## src/rtl/rf_wb_arbiter_pkg.sv

```systemverilog
// Shared register-file constants for the writeback arbiter and its scoreboard.
package pkg_rf;
   localparam int unsigned XLEN  = 32;
   localparam int unsigned RA_W  = 5;
   localparam int unsigned NREGS = 32;
   localparam logic [RA_W-1:0] X0 = '0;
endpackage

```

## src/rtl/rf_wb_arbiter_scoreboard.sv

```systemverilog
// Per-register busy bits for in-flight long-unit destinations, with a
// three-source lookup that produces the decode stall.
module rf_scoreboard
   import pkg_rf::*;
#(
   parameter int unsigned RA_W  = pkg_rf::RA_W,
   parameter int unsigned NREGS = pkg_rf::NREGS
) (
   input  logic            clk,
   input  logic            reset,
   input  logic            set_en,
   input  logic [RA_W-1:0] set_rd,
   input  logic            clr_en,
   input  logic [RA_W-1:0] clr_rd,
   input  logic [RA_W-1:0] rs1,
   input  logic [RA_W-1:0] rs2,
   input  logic [RA_W-1:0] rd,
   output logic            stall,
   output logic            any_busy
);
   logic [NREGS-1:0] busy;
   logic [NREGS-1:0] busy_next;

   // Clear is applied before set so a same-cycle set on the same register wins.
   always_comb begin
      busy_next = busy;
      if (clr_en)
         busy_next[clr_rd] = 1'b0;
      if (set_en && set_rd != RA_W'(X0))
         busy_next[set_rd] = 1'b1;
      busy_next[0] = 1'b0;
   end

   always_ff @(posedge clk or posedge reset) begin
      if (reset)
         busy <= '0;
      else
         busy <= busy_next;
   end

   assign stall    = busy[rs1] | busy[rs2] | busy[rd];
   assign any_busy = |busy;
endmodule

```

## src/rtl/rf_wb_arbiter.sv

```systemverilog
// Register-file write-port arbiter: pipeline writeback has fixed priority,
// long-unit results use valid/ready with a one-entry skid register.
module rf_wb_arbiter
   import pkg_rf::*;
#(
   parameter int unsigned XLEN  = pkg_rf::XLEN,
   parameter int unsigned RA_W  = pkg_rf::RA_W,
   parameter int unsigned NREGS = pkg_rf::NREGS
) (
   input  logic            clk,
   input  logic            reset,
   input  logic            wb_valid,
   input  logic [RA_W-1:0] wb_rd,
   input  logic [XLEN-1:0] wb_data,
   input  logic            lu_issue,
   input  logic [RA_W-1:0] lu_issue_rd,
   input  logic            lu_valid,
   input  logic [RA_W-1:0] lu_rd,
   input  logic [XLEN-1:0] lu_data,
   output logic            lu_ready,
   input  logic [RA_W-1:0] id_rs1,
   input  logic [RA_W-1:0] id_rs2,
   input  logic [RA_W-1:0] id_rd,
   output logic            id_stall,
   output logic            lu_idle,
   output logic            rf_reg_write,
   output logic [RA_W-1:0] rf_rd,
   output logic [XLEN-1:0] rf_write_data
);
   logic            buf_valid, buf_valid_next;
   logic [RA_W-1:0] buf_rd, buf_rd_next;
   logic [XLEN-1:0] buf_data, buf_data_next;
   logic            accept;
   logic            clr_en;
   logic [RA_W-1:0] clr_rd;
   logic            any_busy;

   assign lu_ready = !buf_valid;
   assign accept   = lu_valid && lu_ready;

   // Only long-unit writes that reach the port retire their busy bit.
   always_comb begin
      rf_reg_write   = 1'b0;
      rf_rd          = '0;
      rf_write_data  = '0;
      clr_en         = 1'b0;
      clr_rd         = '0;
      buf_valid_next = buf_valid;
      buf_rd_next    = buf_rd;
      buf_data_next  = buf_data;
      if (wb_valid) begin
         rf_reg_write  = 1'b1;
         rf_rd         = wb_rd;
         rf_write_data = wb_data;
         if (accept) begin
            buf_valid_next = 1'b1;
            buf_rd_next    = lu_rd;
            buf_data_next  = lu_data;
         end
      end else if (buf_valid) begin
         rf_reg_write   = 1'b1;
         rf_rd          = buf_rd;
         rf_write_data  = buf_data;
         clr_en         = 1'b1;
         clr_rd         = buf_rd;
         buf_valid_next = 1'b0;
      end else if (accept) begin
         rf_reg_write  = 1'b1;
         rf_rd         = lu_rd;
         rf_write_data = lu_data;
         clr_en        = 1'b1;
         clr_rd        = lu_rd;
      end
   end

   always_ff @(posedge clk or posedge reset) begin
      if (reset) begin
         buf_valid <= 1'b0;
         buf_rd    <= '0;
         buf_data  <= '0;
      end else begin
         buf_valid <= buf_valid_next;
         buf_rd    <= buf_rd_next;
         buf_data  <= buf_data_next;
      end
   end

   rf_scoreboard #(
      .RA_W  (RA_W),
      .NREGS (NREGS)
   ) u_scoreboard (
      .clk      (clk),
      .reset    (reset),
      .set_en   (lu_issue),
      .set_rd   (lu_issue_rd),
      .clr_en   (clr_en),
      .clr_rd   (clr_rd),
      .rs1      (id_rs1),
      .rs2      (id_rs2),
      .rd       (id_rd),
      .stall    (id_stall),
      .any_busy (any_busy)
   );

   assign lu_idle = !any_busy && !buf_valid;
endmodule

```

## config.mk

```make
export PLATFORM = sky130hd
export DESIGN_NAME = rf_wb_arbiter
export DESIGN_NICKNAME = d
export VERILOG_FILES = /design/src/rtl/rf_wb_arbiter_pkg.sv /design/src/rtl/rf_wb_arbiter_scoreboard.sv /design/src/rtl/rf_wb_arbiter.sv
export SDC_FILE = /design/constraint.sdc
export NUM_CORES = 1
export LEC_CHECK = 0
export BUFFER_PORTS_ARGS = -buffer_cell sky130_fd_sc_hd__buf_2
export CORE_MARGIN = 3
export CORE_UTILIZATION = 52
export DETAILED_ROUTE_END_ITERATION = 16
export GPL_TIMING_DRIVEN = 0
export PLACE_DENSITY = 0.81
export SETUP_SLACK_MARGIN = 0.5
export SYNTH_ARGS = -nofsm -noshare
export SYNTH_HDL_FRONTEND = slang
export SYNTH_SLANG_ARGS = --single-unit
```

## constraint.sdc

```tcl
create_clock -name clk -period 2.3 [get_ports clk]
set_input_delay 0.115 -clock clk [delete_from_list [all_inputs] [get_ports clk]]
set_output_delay 0.115 -clock clk [all_outputs]
set_load 0.1 [all_outputs]
```

==> metrics.md, run 1 <==
| Metric | Value |
|---|---|
| Synth top cells by count | o21ai_0 (98), dfrtp_1 (69), nand2_1 (48), mux2_2 (41), a21oi_1 (37) |
| Die Span Y | approximately 99 µm |
| Primary flip-flop cell chosen by synthesis mapping | dfrtp_1 |
| Count of input and output buffers | 132 |
| Yosys warnings | 0 |
| Async set-reset flop share out of synthesis | 1.00 |
| Syn Nets | 567 |
| Most frequent cell after synthesis | o21ai_0 |
| DPL Wire Length | 10.4 mm |
| Sequential area share after synthesis | 0.385 |
| Placed Area | 5660 µm² |
| Initial Utilization | 0.540 |
| Clock buffer depth | 2 |
| CTS sink cnt | between 60 and 70 |
| Log Error | [ERROR DPL-0038] Utilization greater than 100%, impossible to legalize |
| Post-synth EDFFs | 0 |
| Post-synth cell types | between 40 and 50 |
| Largest cells by area after synthesis | dfrtp_1 (39%), o21ai_0 (11%), mux2_2 (10%) |
| Cell Area, Synth | between 4000 and 5000 µm² |
| Chip width | 98.8 µm |
| Area leader, netlist | dfrtp_1 |
| Exit stage | global routing |
| Num CTS Buffers | 9 |
| I/O pin count | 140 |
| H-tree depth | 3 |
| Outcome | did not finish |
| Syn_area_per_cell | approximately 9.6 µm² |
| CTS root buf | clkbuf_8 |
| Syn Inst Count | 468 |
| Post-place setup slack | 0.118 ns |
| Post-GRT worst EP | id_stall |
| Final GP Congestion | approximately 0.95 |
| Largest net degree at the start of global routing | 39 |
| Worst endpoint type | primary output |
| Row cnt | 33 |
| Synth top area share | 0.385 |
| #FFs+latches synth | 69 |
==> logic make-up after synthesis <==
family	count (synthesis)	share of synthesized area
AOI/OAI and AO/OA	149	0.181
and+or+nand+nor	140	0.169
muxes	73	0.232
DFF	69	0.385
buffers and inverters	37	0.0335
==> stage by stage <==
step / utilization / setup TNS (ns) / hold WS [ns] / std cells
after floorplan: - / -0.275 / 0.266 / 468
after global placement: 0.680 / 0 / 0.357 / 705
after detailed placement: 0.682 / 0 / 0.320 / 706
after CTS: 0.902 / -0.197 / 0.00256 / 748
==> what timing repair did <==
action,in CTS
hold buffers,5
setup endpoints to repair,100
pin swaps,42
hold endpoints to repair,41
cloned,1
buffers inserted,20
gates resized for setup,327
==> run 2: changes to the inputs <==
--- a/config.mk
+++ b/config.mk
@@ -7,11 +7,10 @@
 export LEC_CHECK = 0
 export BUFFER_PORTS_ARGS = -buffer_cell sky130_fd_sc_hd__buf_2
 export CORE_MARGIN = 3
-export CORE_UTILIZATION = 52
+export CORE_UTILIZATION = 40
 export DETAILED_ROUTE_END_ITERATION = 16
 export GPL_TIMING_DRIVEN = 0
-export PLACE_DENSITY = 0.81
-export SETUP_SLACK_MARGIN = 0.5
+export PLACE_DENSITY_LB_ADDON = 0.15
 export SYNTH_ARGS = -nofsm -noshare
 export SYNTH_HDL_FRONTEND = slang
 export SYNTH_SLANG_ARGS = --single-unit
==> run 2 against run 1 <==
Compared with the run above: the flow now finishes, with violations (setup timing); synthesized area did not move; synthesized cell count did not move.
==> metrics.md, run 2 <==
| Metric | Value |
|---|---|
| MaxCap Viol Count | 0 |
| Synth top cells by count | o21ai_0 (98), dfrtp_1 (69), nand2_1 (48), mux2_2 (41), a21oi_1 (37) |
| CP cell instances | mux4_2 -> mux2_4 -> and3_4 -> a2111oi_4 -> nand4_1 -> buf_6 |
| Chip width | 112 µm |
| Postcts setup bufs | 0 |
| Num CTS Buffers | 9 |
| Die Span Y | between 100 and 150 µm |
| Sequential area share after synthesis | 0.385 |
| Syn Inst Count | about 470 |
| FF-to-FF path depth | 4 |
| Hold_sp | lu_data[24] |
| Max FFs per register | 32 |
| CP arrival | 2.38 ns |
| Final min period | 2.49 ns |
| Commonest non-fill, non-tap cell in the layout | buf_2 |
| Synth top area share | 0.385 |
| Nets | about 730 |
| Most flop-heavy register | buf_data |
| Post-route ant nets | 0 |
| Hold Path Depth | 2 |
| Final Slew Violations | 0 |
| Worst hold-check path type | input pin to register |
| Cell area power density | between 700 and 800 nW/µm² |
| Outcome | finished with violations |
| Via density | 5.71 |
| Fmax | about 400 MHz |
| Die area | ~13,000 µm² |
| Post-Route WL | 13.8 mm |
| Vias in the first global route | around 4,500 |
| Area Growth Syn to Fin | 31.9% |
| Post-place setup slack | -0.185 ns |
| Count of input and output buffers | 132 |
| Total track usage | 0.223 |
| First-pass GRT wire length | 22.9 mm |
| VDD IR max | 425 µV |
| CTS root buf | clkbuf_8 |
| I/O pin count | 140 |
| Core area | 10,900 µm² |
| DRC viols | 0 |
| Vias | between 4,000 and 5,000 |
| ANT cells | 0 |
| Core Util, Final | 0.543 |
| Final Cycle Share | 1.08 |
| Final WS setup | -0.195 ns |
| Final total power | 4.52 mW |
| Worst hold endpoint | buf_data[24] |
| H-tree depth | 3 |
| Final GP Congestion | just under 0.9 |
| #FFs+latches synth | 69 |
| DR pass1 iterations | 4 |
| Failing checks | setup timing |
| Met3 wire length | approximately 1.0 mm |
| R2R Setup Slk | about 0.34 ns |
| Top flop regs | buf_data: 32 flops, u_scoreboard.busy: 31 flops, buf_rd: 5 flops |
| RSZ-0062 raised after global routing | true |
| Crit-path slowest cell | mux4_2 |
| Pin slew with the least headroom to its limit | between 0.8 and 0.9 ns |
| Hold slack | 0.0112 ns |
| CTS tree | done |
| M1 WL | 5.81 mm |
| Critical path data required time | 2.18 ns |
| CP Max Fanout | 5 |
| DPL Wire Length | 10.4 mm |
| Worst stage delay on the critical path | 0.48 ns |
| Clock buffer depth | 2 |
| Row cnt | 38 |
| Worst setup SP type | register |
| DR WL met2 | 6.69 mm |
| RR Endpoint | buf_rd[0] |
| Initial Utilization | 0.412 |
| CTS sink cnt | 69 |
| Area leader, netlist | dfrtp_1 |
| Total grt overflow | 0 |
| Number of setup violations in the final report | 1 |
| Yosys warnings | 0 |
| Setup CP Type | register to output pin |
| Primary flip-flop cell chosen by synthesis mapping | dfrtp_1 |
| Post-synth EDFFs | 0 |
| Uppermost layer routed | met4 |
| Fillers | between 900 and 1,000 |
| Largest net degree at the start of global routing | 70 |
| Layout cells sized above 1 | 0.412 |
| Syn Nets | 567 |
| Worst Setup End Kind | output pin |
| Post-synth cell types | 43 |
| Most frequent cell after synthesis | o21ai_0 |
| Syn_area_per_cell | 9.58 µm² |
| Async set-reset flop share out of synthesis | 1.00 |
| Reg2reg start | buf_valid |
| Final Hold Fails | 0 |
| Clk slew on worst S/H paths | 0.08 ns |
| Antenna violations before repair | 0 |
| WL/cell | ~18 µm |
| Leakage | 2.62 nW |
| Largest cells by area after synthesis | dfrtp_1 (39%), o21ai_0 (11%), mux2_2 (10%) |
| Most frequent cells in the layout | buf_2 (104), dfrtp_1 (67), o21ai_0 (63), nand2_1 (48), mux2_2 (41) |
| Slew margin rel. | 0.417 |
| Clock Skew | 0.00812 ns |
| Worst skew pair latency | 0.35 ns |
| DR iter-0 viols | 217 |
| Cell Area, Synth | 4480 µm² |
| Final setup TNS | -0.195 ns |
[run 2: cell counts after synthesis]
No cell type changed its count.
[run 2: critical path: cells and delay by family, from the launching register on]
family          cells  cell delay (ns)
buf+inv             1             0.22
flops               1             0.45
compound gates      1             0.27
mux                 2             0.76
simple gates        2             0.33
[run 2: logic make-up after synthesis]
logic type | count (synthesis) | synth area share
multiplexers | 73 | 0.232
flip-flops | 69 | 0.385
AO/OA/AOI/OAI | 149 | 0.181
buffers and inverters | 37 | 0.0335
AND/OR/NAND/NOR | 140 | 0.169
[run 2: power by group]
part	switching (mW)	internal, mW
sequential	0.290	1.49
clock	0.466	0.528
combinational	1.08	0.674
total	1.83	2.69
[run 2: layout make-up]
type                            count  area [µm²]  share of cell area
Clock buffer                       12         145              0.0246
Clock inverter                      4        47.5             0.00804
Timing Repair Buffer              147         912               0.154
Buffer                             30         135              0.0229
Tap cell                          140         175              0.0296
Inverter                            7        28.8             0.00487
Multi-Input combinational cell    362        2740               0.463
Sequential cell                    69        1730               0.293
[run 2: worst max-delay path by stage]
stage                               start          endpoint  slack (ns)  cells past startpoint
finish              u_scoreboard.busy[23]          id_stall       -0.19                      6
global route        u_scoreboard.busy[23]          id_stall       -0.25                      6
CTS                 u_scoreboard.busy[19]          id_stall       -0.18                      6
detailed placement              buf_valid  rf_write_data[6]       -0.19                      6
global placement                    reset      buf_data[10]       -0.45                      2
floorplan           u_scoreboard.busy[19]          id_stall       -0.27                      5
[run 2: stage by stage]
stage / std cells / area [µm²]
floorplan: 468 / 4610
global placement: 740 / 5440
detailed placement: 740 / 5440
CTS: 770 / 5870
global route: 771 / 5910
finish: 771 / 5910
[run 2: repair_timing]
item | in CTS | in global routing
pin swaps | 0 | 0
gates resized for setup | 41 | 12
hold endpoints to repair | 82 | 1
hold buffers | 14 | 1
endpoints found under the setup margin | 43 | 11
[run 2: layer usage]
layer | vias up | global-route usage
met4 | 0 | 0.0689
met3 | 24 | 0.0511
met5 | - | 0
met2 | 161 | 0.367
li1 | 2082 | -
met1 | 2132 | 0.294
Power figures use the tool's default switching activity.
==> run 3: changes to the inputs <==
--- a/config.mk
+++ b/config.mk
@@ -5,6 +5,7 @@
 export SDC_FILE = /design/constraint.sdc
 export NUM_CORES = 1
 export LEC_CHECK = 0
+export ABC_AREA = 1
 export BUFFER_PORTS_ARGS = -buffer_cell sky130_fd_sc_hd__buf_2
 export CORE_MARGIN = 3
 export CORE_UTILIZATION = 40
==> constraint.sdc (replaced) <==
create_clock -name clk -period 2 [get_ports clk]
set_input_delay 0.4 -clock clk [delete_from_list [all_inputs] [get_ports clk]]
set_output_delay 0.4 -clock clk [all_outputs]
set_load 0.1 [all_outputs]
==> run 3 against run 2 <==
Compared with the run above: the run still ends with setup timing left; core utilization increased by 12 points; wire length is 24% higher; synthesized cell count up 61%; sequential cell count unchanged; setup slack better by 0.073 ns; synthesized area is 5.7% higher; sequential power grew 19%; global-route usage up 3.7 points; total power grew 40%; first-iteration DRC count grew 130%.
==> metrics.md, run 3 <==
| Metric | Value |
|---|---|
| Via density | 5.26 |
| VDD IR max | between 500 and 600 µV |
| Core area | 11,500 µm² |
| Final WS setup | -0.121 ns |
| Final min period | around 2.1 ns |
| Post-Route WL | 17.1 mm |
| Area Growth Syn to Fin | 60.8% |
| Syn Nets | 853 |
| CP Buf/Inv Count | 5 |
| WL/cell | around 16 µm |
| MaxCap Viol Count | 0 |
| FF-to-FF path depth | 11 |
| Number of setup violations in the final report | 34 |
| Post-route ant nets | 0 |
| Most frequent cell after synthesis | nand2_1 |
| Placed Area | 6050 µm² |
| Post-place setup slack | -0.383 ns |
| Synth top cells by count | nand2_1 (313), nand3_1 (85), dfrtp_1 (69), a21oi_1 (64), inv_1 (57) |
| Reg2reg start | buf_valid |
| Setup CP Type | register to output pin |
| Outcome | finished with violations |
| Design Area, Final | roughly 7600 µm² |
| Nets | 1,022 |
| Die Span Y | approximately 110 µm |
| Die area | approximately 13,000 µm² |
| Syn Inst Count | 754 |
| CP cell instances | buf_6 -> inv_16 -> nand2_8 -> clkinv_8 -> buf_8 -> nand2_4 -> a21oi_4 -> buf_12 |
| Cell Area, Synth | 4740 µm² |
| Primary flip-flop cell chosen by synthesis mapping | dfrtp_1 |
| I/O pin count | 140 |
| DR iter-0 viols | slightly above 500 |
| Synth top area share | 0.364 |
| CP Max Fanout | 8 |
| DRC viols | 0 |
| Max FFs per register | 32 |
| Syn_area_per_cell | 6.28 µm² |
| Antenna violations before repair | 0 |
| Pin slew with the least headroom to its limit | roughly 0.58 ns |
| Worst Setup End Kind | output pin |
| CP arrival | 1.72 ns |
| Top flop regs | buf_data: 32 flops, u_scoreboard.busy: 31 flops, buf_rd: 5 flops |
| Fmax | 471 MHz |
| CTS tree | done |
| Worst hold endpoint | buf_data[21] |
| CTS root buf | clkbuf_16 |
| Clock buffer depth | 2 |
| Worst hold-check path type | input pin to register |
| Final Cycle Share | 1.06 |
| Failing checks | setup timing |
| Num CTS Buffers | 9 |
| Post-synth cell types | 30 |
| ANT cells | 0 |
| Initial Utilization | 0.411 |
| RSZ-0062 raised after global routing | true |
| Yosys warnings | 0 |
| Hold Path Depth | 3 |
| DPL Wire Length | 11.8 mm |
| CTS sink cnt | 69 |
| Post-synth EDFFs | 0 |
| RR Endpoint | u_scoreboard.busy[9] |
| Clock Skew | 0.0107 ns |
| First-pass GRT wire length | 27.4 mm |
| Largest cells by area after synthesis | dfrtp_1 (36%), nand2_1 (25%), nand3_1 (9.0%) |
| Vias in the first global route | 5,561 |
| Final Hold Fails | 0 |
| Total grt overflow | 0 |
| Layout cells sized above 1 | 0.371 |
| Sequential area share after synthesis | 0.364 |
| Largest net degree at the start of global routing | 37 |
| Core Util, Final | 0.661 |
| DR pass1 iterations | 5 |
| Critical path data required time | 1.60 ns |
| R2R Setup Slk | roughly 0.14 ns |
| Crit-path slowest cell | dfrtp_1 |
| Area leader, netlist | dfrtp_1 |
| Hold_sp | lu_data[21] |
| Async set-reset flop share out of synthesis | 1.00 |
| Clk slew on worst S/H paths | 0.06 ns |
| Final Slew Violations | 0 |
| Count of input and output buffers | 134 |
| Slew margin rel. | 0.613 |
| Fillers | 970 |
| Worst path top cell family by delay | buffers and inverters |
| Final setup TNS | -2.78 ns |
| Most frequent cells in the layout | nand2_1 (275), buf_2 (106), nand3_1 (73), dfrtp_1 (53), nor2_1 (48) |
| Vias | 5,625 |
| Row cnt | 39 |
| Worst stage delay on the critical path | 0.37 ns |
| Total track usage | 0.260 |
| Most flop-heavy register | buf_data |
| Leakage | 3.80 nW |
| Final GP Congestion | around 0.90 |
| Cell area power density | roughly 830 nW/µm² |
| Commonest non-fill, non-tap cell in the layout | nand2_1 |
| Worst setup SP type | register |
| H-tree depth | 3 |
| #FFs+latches synth | 69 |
| Chip width | 115 µm |
| Worst skew pair latency | 0.33 ns |
-- run 3: cell families (layout without fill, tap and decap cells) --
group | Yosys count | in the layout | share of synthesized area
AND/OR/NAND/NOR | 480 | 480 | 0.427
AO/OA/AOI/OAI | 108 | 108 | 0.124
buffers and inverters | 97 | 270 | 0.0840
flip-flops | 69 | 69 | 0.364
-- run 3: worst register-to-register path: cells and delay by family (launching register included) --
family	cells	cell delay [ns]
buffers and inverters	5	0.74
and+or+nand+nor	5	0.49
DFF	1	0.37
AOI/OAI and AO/OA	1	0.12
-- run 3: timing repair --
item / 4_1_cts / 5_1_grt
resized for setup: 203 / 99
hold buffers: 1 / 0
pin swaps: 13 / 48
hold endpoints to repair: 6 / 0
endpoints found under the setup margin: 40 / 40
gates cloned: 0 / 3
setup buffers: 8 / 10
-- run 3: metrics by stage --
step,hold slack [ns],instances,total power [mW]
global placement,0.454,1031,4.03
floorplan,0.442,754,3.50
finish,0.277,1070,6.34
global route,0.284,1070,6.65
detailed placement,0.330,1033,4.06
CTS,0.273,1057,6.11
-- run 3: final cells by class --
cell class / count / area [µm²] / share of cell area
repair buffers: 158 / 1540 / 0.202
clock inverters: 4 / 55.1 / 0.00723
well taps: 143 / 179 / 0.0235
plain buffers: 33 / 233 / 0.0306
clock buffers: 11 / 253 / 0.0332
multi-input cells: 588 / 3330 / 0.437
flip-flops and latches: 69 / 1750 / 0.229
inverters: 64 / 282 / 0.0370
-- run 3: where the power goes --
group	leakage (nW)	switching [mW]	total (mW)	internal [mW]
registers	0.825	0.402	2.11	1.71
logic	2.83	1.61	2.59	0.978
clock network	0.148	0.617	1.65	1.03
total	3.80	2.63	6.34	3.72
-- run 3: routing by layer --
metal | global-route usage | vias to the layer above | routed length (µm)
met2 | 0.423 | 241 | 8400
met4 | 0.0751 | 0 | 413
met3 | 0.0568 | 39 | 1360
met5 | 0 | - | 0
li1 | - | 2756 | -
met1 | 0.350 | 2589 | 6940
-- run 3: worst max path at each step --
| stage | cells after the start | startpoint | slack (ns) | end |
|---|---|---|---|---|
| finish | 8 | buf_valid | -0.12 | rf_write_data[0] |
| global route | 8 | buf_valid | -0.18 | rf_write_data[0] |
| CTS | 8 | buf_valid | -0.09 | rf_write_data[28] |
| detailed placement | 11 | id_rs1[0] | -0.38 | id_stall |
| global placement | 11 | id_rs1[0] | -0.41 | id_stall |
| floorplan | 3 | u_scoreboard.busy[24] | -0.04 | lu_idle |
==> run 4: changes to the inputs <==
--- a/config.mk
+++ b/config.mk
@@ -6,7 +6,9 @@
 export NUM_CORES = 1
 export LEC_CHECK = 0
 export ABC_AREA = 1
-export BUFFER_PORTS_ARGS = -buffer_cell sky130_fd_sc_hd__buf_2
+export ABC_CLOCK_PERIOD_IN_PS = 2000
+export BUFFER_PORTS_ARGS = -buffer_cell sky130_fd_sc_hd__buf_4
+export CAP_MARGIN = 20
 export CORE_MARGIN = 3
 export CORE_UTILIZATION = 40
 export DETAILED_ROUTE_END_ITERATION = 16
==> run 4 against run 3 <==
Compared with the run above: core utilization grew 1.8 points; sequential share of layout area shrank 0.68 points; clock skew increased by 0.0013 ns; sequential cell count did not move; the flow still finishes with violations (setup timing); setup slack improved by 0.0016 ns; largest power group unchanged.
==> metrics.md, run 4 (synthesis gave the netlist of run 3 again) <==
| Metric | Value |
|---|---|
| ANT cells | 0 |
| Worst setup SP type | register |
| Worst Setup End Kind | output pin |
| Critical path launch point | u_scoreboard.busy[27] |
| Setup crit end | lu_idle |
| Final min period | 2.12 ns |
| Final Cycle Share | 1.06 |
| Area Growth Syn to Fin | 65.2% |
| R2R Setup Slk | 0.14 ns |
| DR pass1 iterations | 5 |
| Worst hold-check path type | input pin to asynchronous set/reset pin |
| Pin slew with the least headroom to its limit | just over 0.6 ns |
| Clk slew on worst S/H paths | 0.06 ns |
| Antenna violations before repair | 0 |
| Reg2reg start | buf_valid |
| Layout cells sized above 1 | 0.351 |
| I/O pin count | 140 |
| Total track usage | 0.271 |
| Core area | 11,500 µm² |
| CP arrival | roughly 1.7 ns |
| Largest net degree at the start of global routing | 45 |
| CTS root buf | clkbuf_16 |
| Setup CP Type | register to output pin |
| Final Slew Violations | 0 |
| Number of setup violations in the final report | 34 |
| Final GP Congestion | 0.970 |
| Final non-filler cell total | 1,068 |
| Slew margin rel. | 0.591 |
| Critical path data required time | 1.60 ns |
| DRC viols | 0 |
| MaxCap Viol Count | 0 |
| DR iter-0 viols | between 400 and 500 |
| Fmax | 472 MHz |
| RR Endpoint | u_scoreboard.busy[27] |
| Hold_buf cts | 0 |
| CTS tree | done |
| Leakage | roughly 3.9 nW |
| Most frequent cells in the layout | nand2_1 (275), buf_4 (112), nand3_1 (83), dfrtp_1 (57), inv_1 (50) |
| Total grt overflow | 0 |
| Num CTS Buffers | 9 |
| CP Max Fanout | 5 |
| CTS sink cnt | approximately 70 |
| Row cnt | 39 |
| Post-Route WL | 18.1 mm |
| Vias in the first global route | approximately 5,800 |
| FF-to-FF path depth | 11 |
| Failing checks | setup timing |
| Initial Utilization | 0.411 |
| Die area | 13,200 µm² |
| DPL Wire Length | ~13 mm |
| Placed cell count | approximately 1,000 |
| RSZ-0062 raised after global routing | true |
| Final Hold Fails | 0 |
| Count of input and output buffers | 134 |
| Vias | 5,726 |
| Chip width | 115 µm |
| Commonest non-fill, non-tap cell in the layout | nand2_1 |
| Die Span Y | 115 µm |
| Clock buffer depth | 2 |
| Nets | a little over 1,000 |
| Via density | 5.36 |
| Cell area power density | 818 nW/µm² |
| First-pass GRT wire length | approximately 28 mm |
| Max FFs per register | 32 |
| Outcome | finished with violations |
| Post-route ant nets | 0 |
| VDD IR max | 413 µV |
| Final WS setup | -0.120 ns |
| Clock Skew | 0.0120 ns |
| Final total power | 6.41 mW |
| Post-place setup slack | -0.288 ns |
| Top flop regs | buf_data: 32 flops, u_scoreboard.busy: 31 flops, buf_rd: 5 flops |
| H-tree depth | 3 |
| WL/cell | around 17 µm |
| Most flop-heavy register | buf_data |
| Worst skew pair latency | 0.34 ns |
-- run 4: cell count changes in the layout (fill, tap and decap cells not counted), sizes merged --
cell | previous run | this run
buf | 174 | 169
clkbuf | 27 | 31
dlygate4sd3 | 1 | 0
-- run 4: power by group --
part           switching [mW]  internal (mW)
Combinational            1.61          0.997
Clock                   0.625           1.04
Sequential              0.435           1.70
Total                    2.67           3.73
-- run 4: cell type report --
class | count | area (µm²)
Clock buffer | 12 | 256
Timing Repair Buffer | 155 | 1730
Multi-Input combinational cell | 588 | 3350
Sequential cell | 69 | 1740
Inverter | 64 | 275
Tap cell | 143 | 179
Clock inverter | 4 | 53.8
Buffer | 33 | 240
Fill cell | 936 | 3690
-- run 4: worst min-delay path by stage --
stage	end	cells past startpoint	slack [ns]	start
after floorplan	buf_data[0]	2	0.44	buf_data[0]
after global placement	buf_data[9]	2	0.46	buf_data[9]
after detailed placement	buf_data[21]	2	0.46	buf_data[21]
after CTS	buf_data[29]	2	0.15	reset
after global routing	buf_data[27]	2	0.17	reset
final	buf_data[27]	2	0.13	reset
-- run 4: routing by layer --
metal  global-route usage  vias to the layer above  part of all wire
li1                     -                     2752                 -
met1                0.341                     2709              0.40
met2                0.463                      214              0.50
met3               0.0563                       51             0.070
met4               0.0923                        0             0.030
met5                    0                        -                 0
-- run 4: critical path, cell delays in order, from the launching register on --
cell and delay (ns):
dfrtp_2 0.49, nor4_2 0.30, nand4_1 0.19, nor3_4 0.21
buf_12 0.20
-- run 4: per-stage QoR --
stage / utilization / setup TNS [ns] / hold slack (ns) / cell area, µm²
2_1_floorplan: - / -0.619 / 0.442 / 5160
3_3_place_gp: 0.551 / -4.02 / 0.455 / 6350
3_5_place_dp: 0.553 / -4.69 / 0.460 / 6370
4_1_cts: 0.635 / -2.20 / 0.151 / 7320
5_1_grt: 0.680 / -3.95 / 0.168 / 7830
6_report: 0.680 / -2.18 / 0.131 / 7830
-- run 4: what timing repair did --
item	4_1_cts	5_1_grt
pin swaps	16	38
cloned	0	3
endpoints found under the setup margin	40	39
setup buffers	6	11
gates resized for setup	165	86
